## src/rtl/time_keeper.sv

```systemverilog
// time_keeper: BCD hh:mm:ss clock with one-second tick and synchronised adjust buttons.
// Optional macro COLOR_CYCLE_EN: color_offset steps by one on every minute change.
module time_keeper #(
    parameter int CLK_HZ = 31500000
) (
    input  logic       clk,
    input  logic       reset,
    input  logic       adj_hrs,
    input  logic       adj_min,
    input  logic       adj_sec,
    output logic [3:0] hrs_d1,
    output logic [3:0] hrs_d0,
    output logic [3:0] min_d1,
    output logic [3:0] min_d0,
    output logic [3:0] sec_d1,
    output logic [3:0] sec_d0,
    output logic [3:0] color_offset,
    output logic       sec_tick
);
    localparam int PW = (CLK_HZ > 1) ? $clog2(CLK_HZ) : 1;
    localparam logic [PW-1:0] PRE_MAX = PW'(CLK_HZ - 1);

    logic [PW-1:0] presc_q, presc_d;
    logic [2:0]    sync1_q, sync2_q, sync3_q, evt_q;
    logic [7:0]    hrs_q, hrs_d, min_q, min_d, sec_q, sec_d;
    logic          tick_q, tick, sec_carry, min_carry, min_step;

    // Two-digit BCD increment that wraps to 00 after 'last'.
    function automatic logic [7:0] inc_bcd(input logic [7:0] v, input logic [7:0] last);
        return (v == last) ? 8'h00 :
               (v[3:0] == 4'd9) ? {v[7:4] + 4'd1, 4'd0} : {v[7:4], v[3:0] + 4'd1};
    endfunction

    // Per-button synchroniser, edge history and registered one-cycle rising-edge event.
    always_ff @(posedge clk or posedge reset) begin
        if (reset) begin
            sync1_q <= '0;
            sync2_q <= '0;
            sync3_q <= '0;
            evt_q   <= '0;
        end else begin
            sync1_q <= {adj_sec, adj_min, adj_hrs};
            sync2_q <= sync1_q;
            sync3_q <= sync2_q;
            evt_q   <= sync2_q & ~sync3_q;
        end
    end

    // Prescaler and time-field next state; a button event and a carry on one field step it once.
    always_comb begin
        tick      = (presc_q == PRE_MAX) && !evt_q[2];
        presc_d   = (tick || evt_q[2]) ? '0 : presc_q + 1'b1;
        sec_carry = tick && (sec_q == 8'h59);
        min_carry = sec_carry && (min_q == 8'h59);
        min_step  = sec_carry || evt_q[1];
        sec_d     = evt_q[2] ? 8'h00 : tick ? inc_bcd(sec_q, 8'h59) : sec_q;
        min_d     = min_step ? inc_bcd(min_q, 8'h59) : min_q;
        hrs_d     = (min_carry || evt_q[0]) ? inc_bcd(hrs_q, 8'h23) : hrs_q;
    end

    // Time, prescaler and tick-pulse registers.
    always_ff @(posedge clk or posedge reset) begin
        if (reset) begin
            presc_q <= '0;
            sec_q   <= '0;
            min_q   <= '0;
            hrs_q   <= '0;
            tick_q  <= 1'b0;
        end else begin
            presc_q <= presc_d;
            sec_q   <= sec_d;
            min_q   <= min_d;
            hrs_q   <= hrs_d;
            tick_q  <= tick;
        end
    end

`ifdef COLOR_CYCLE_EN
    logic [3:0] color_q, color_d;

    assign color_d = min_step ? color_q + 4'd1 : color_q;

    // Colour shift follows every minute change, whether from carry or button.
    always_ff @(posedge clk or posedge reset) begin
        if (reset) color_q <= '0;
        else       color_q <= color_d;
    end

    assign color_offset = color_q;
`else
    assign color_offset = 4'd0;
`endif

    assign {hrs_d1, hrs_d0} = hrs_q;
    assign {min_d1, min_d0} = min_q;
    assign {sec_d1, sec_d0} = sec_q;
    assign sec_tick         = tick_q;
endmodule

```

## config.mk

```make
export PLATFORM = sky130hd
export DESIGN_NAME = time_keeper
export DESIGN_NICKNAME = d
export VERILOG_FILES = /design/src/rtl/time_keeper.sv
export SDC_FILE = /design/constraint.sdc
export NUM_CORES = 1
export LEC_CHECK = 0
export ABC_AREA = 1
export BUFFER_PORTS_ARGS = -buffer_cell sky130_fd_sc_hd__clkbuf_2
export CORE_UTILIZATION = 45
export CTS_BUF_LIST = sky130_fd_sc_hd__clkbuf_4 sky130_fd_sc_hd__clkbuf_8 sky130_fd_sc_hd__clkbuf_16
export DETAILED_ROUTE_END_ITERATION = 8
export GPL_TIMING_DRIVEN = 0
export HOLD_SLACK_MARGIN = 0.05
export PLACE_DENSITY = 0.66
export SLEW_MARGIN = 25
export SYNTH_ARGS = -nofsm -noshare
export SYNTH_HDL_FRONTEND = slang
export SYNTH_SLANG_ARGS = --single-unit
export TNS_END_PERCENT = 100
```

## constraint.sdc

```tcl
create_clock -name clk -period 3.17 [get_ports clk]
set_clock_uncertainty 0.05 [all_clocks]
set_input_delay 0.7925 -clock clk [delete_from_list [all_inputs] [get_ports clk]]
set_output_delay 0.7925 -clock clk [all_outputs]
set_load 0.1 [all_outputs]
```

==> impl_metrics.csv <==
group,metric,value,unit
critical_path,crit_type,"reg -> out",
placed_design,gp_congestion,0.900,
placed_design,dp_hpwl,4760,um
global_routing,grt_start_max_net_pins,43,
cts,post_cts_buffers,0,
pwr,ir_drop,0.000292,V
cells_and_area,synthToLayoutAreaGrowth,15.3,%
global_routing,antenna_found_initial,0,
floorplanning,coreArea,0.00721,sq mm
detailed_routing,drc_errors,0,
cts,htree_num_levels,3,
cells_and_area,stdcell_count,546,
sta,fin_setup_tns,0,ps
pwr,leakagePower,0.00192,uW
detailed_routing,routed-wl-met2,2960,um
logic_synthesis,synth_edf_count,0,
sta,finalCritPeriodShare,67.3,%
detailed_routing,routed_wl,6390,um
logic_synthesis,yosysTopAreaCellShare,46.4,%
critical_path,cp-end-kind,"primary output",
detailed_routing,ant_nets,0,
logic_synthesis,synth_area_leader_cell,"dfrtp_1",
sta,fin_crit,2130,ps
logic_synthesis,async_flop_share,100,%
floorplanning,floorplan.initialDensity,46.3,%
critical_path,required,2330,ps
detailed_routing,m1WireLength,3120,um
pwr,switching_share,42.3,%
pwr,p_switching,1030,uW
global_routing,overflow,0,
logic_synthesis,synth.most_common_cell,"nand2_1",
logic_synthesis,ys_ff_latch,62,
logic_synthesis,synth.top_cells.by_count,"79 x nand2_1, 62 x dfrtp_1, 55 x nor2_1, 48 x inv_1, 31 x nand3_1",
cts,cts_tree,"yes",
cells_and_area,diodes,0,
cts,path_clk_slew,80,ps
detailed_routing,top_layer_used,"met4",
logic_synthesis,syn-cell-area,0.00334,sq mm
placed_design,dpl.cell_count,530,
logic_synthesis,synth_cell_types,34,
cts,numCtsBuffers,9,
global_routing,grt_usage,18.3,%
logic_synthesis,synth_area_per_cell,8.39,sq um
critical_path,cpPeakStageDelay,490,ps
logic_synthesis,synth_warnings,0,
cts,cts_resized,0,
critical_path,path_cells,"clkbuf_2",
detailed_routing,viasPerCell,4.79,
detailed_routing,vias,2615,
pwr,power_frac_comb,30.6,%
global_routing,grt_pass1_vias,2393,
floorplanning,die_width,88.2,um
global_routing,grt_pass1_wl,10700,um
detailed_routing,dr_wl_met3,214,um
pwr,p_clk_share,29.7,%
detailed_routing,dr.pass1.iters,4,
critical_path,critPathLaunchType,"flip-flop",
critical_path,worst_path_max_delay_cell,"clkbuf_2",
outcome,status,"completed",
hold_path,hp-class,"reg -> reg",
pwr,intPower,1400,uW
sta,worstMarginPinSlew,722,ps
logic_synthesis,ys_seq_area_share,46.4,%
cells_and_area,utilization,53.4,%
cts,clockBufferDepth,2,
cts,clock-sinks,62,
sta,hold_viol,0,
sta,max_slew_margin,51.4,%
floorplanning,dieArea,0.00777,sq mm
cts,cts_root_buf,"clkbuf_8",
detailed_routing,drt-initial-drc-count,126,
critical_path,crit_arrival,1290,ps
sta,rsz0062_at_grt,"false",
placed_design,numPortBuffers,29,
logic_synthesis,synthCells,398,
logic_synthesis,synth_area_leaders,"dfrtp_1 46%, nand2_1 8.9%, nor2_1 6.2%, inv_1 5.4%, ha_1 4.9%",
pwr,powerDensity,630,mW/mm^2
critical_path,path_delay_family,"buffers and inverters",
cells_and_area,layout-drive-gt1-share,18.8,%
floorplanning,die_h,88.2,um
detailed_routing,wl_per_cell,11.7,um
floorplanning,num_io_pins,34,
sta,max_freq,469,MHz
critical_path,crit_buf_inv,1,
sta,final-setup-viol-count,0,
sta,drv_slew,0,
floorplanning,rows,31,
cts,insertion_delay,350,ps
cts,hold_buffers,0,
cells_and_area,num-nets-final,460,
critical_path,path_max_fanout,6,
flow_run,max-cap-violations,0,
logic_synthesis,synth_flop_cell,"dfrtp_1",
pwr,p_seq_share,39.6,%
==> path summary, 6_finish.rpt <==
check	start	end	slack, ps	depth (start not counted)
max	hrs_q[0]	hrs_d0[0]	1040	1
min	sync1_q[0]	sync2_q[0]	300	0
max reg2reg	presc_q[0]	presc_q[15]	1260	9
min reg2reg	sync1_q[0]	sync2_q[0]	300	0
max in group asynchronous	reset	min_q[6]	2240	3
min in group asynchronous	reset	sync1_q[0]	330	2
==> per-layer routing <==
layer	GRT usage, %	up-vias
met5	0	-
met3	5.47	7
met1	23.6	1235
li1	-	1339
met4	6.74	0
met2	29.3	34
==> registers in the layout (all words and copies together) (netlist names) <==
name	cells
sync3_q	3
sync2_q	3
hrs_q	8
sync1_q	3
sec_q	8
evt_q	3
min_q	8
sec_tick	1
presc_q	25
==> cells in the final DEF (no fill, tap or decap), types with 2 or more instances in the layout <==
cell type / instances
nand3_2: 3
buf_2: 2
ha_1: 13
nor2_4: 2
buf_4: 4
nand2_2: 4
xnor2_1: 6
inv_2: 3
nor3_1: 16
nor2_1: 55
inv_1: 47
clkbuf_2: 29
or2_2: 4
nand3_1: 31
nand4_1: 4
conb_1: 4
clkinvlp_4: 3
clkbuf_8: 10
nand2_1: 79
a21oi_1: 7
o21ai_0: 12
nand2_4: 5
dfrtp_1: 62
o21ai_2: 4
nor2_2: 2
o21ai_1: 5
nand3b_1: 3
xor2_1: 14
==> metrics by stage <==
stage	instance area (sq um)	power (uW)	hold slack, ps	setup WS, ps
3_3_place_gp	3620	1710	284	-22.9
3_5_place_dp	3640	1730	286	1260
6_report	3850	2430	301	1040
4_1_cts	3850	2450	302	1020
5_1_grt	3850	2550	312	958
2_1_floorplan	3350	1600	281	786
==> power groups by stage <==
stage / Clock [uW] / Sequential [uW] / Combinational, uW
after floorplan: 0 / 1360 / 245
after global placement: 0 / 974 / 737
after detailed placement: 0 / 978 / 748
after CTS: 736 / 963 / 750
after global routing: 771 / 976 / 803
final: 722 / 962 / 744
==> layout make-up <==
cell class | instances | area, sq um
fill | 694 | 3360
sequential | 62 | 1550
multi-input combinational | 280 | 1550
inverter | 52 | 198
timing repair buffer | 30 | 165
clock buffer | 10 | 138
tap | 99 | 124
clock inverter | 6 | 70.1
buffer | 7 | 55.1
==> logic make-up after synthesis <==
family | share of synthesized area (%)
other cells | 0.112
buf+inv | 7.49
fa+ha+maj | 4.87
simple gates | 30.4
flops | 46.4
xor+xnor | 5.24
mux | 0.300
compound gates | 5.09
No activity file was read; power rests on OpenSTA's default activity.
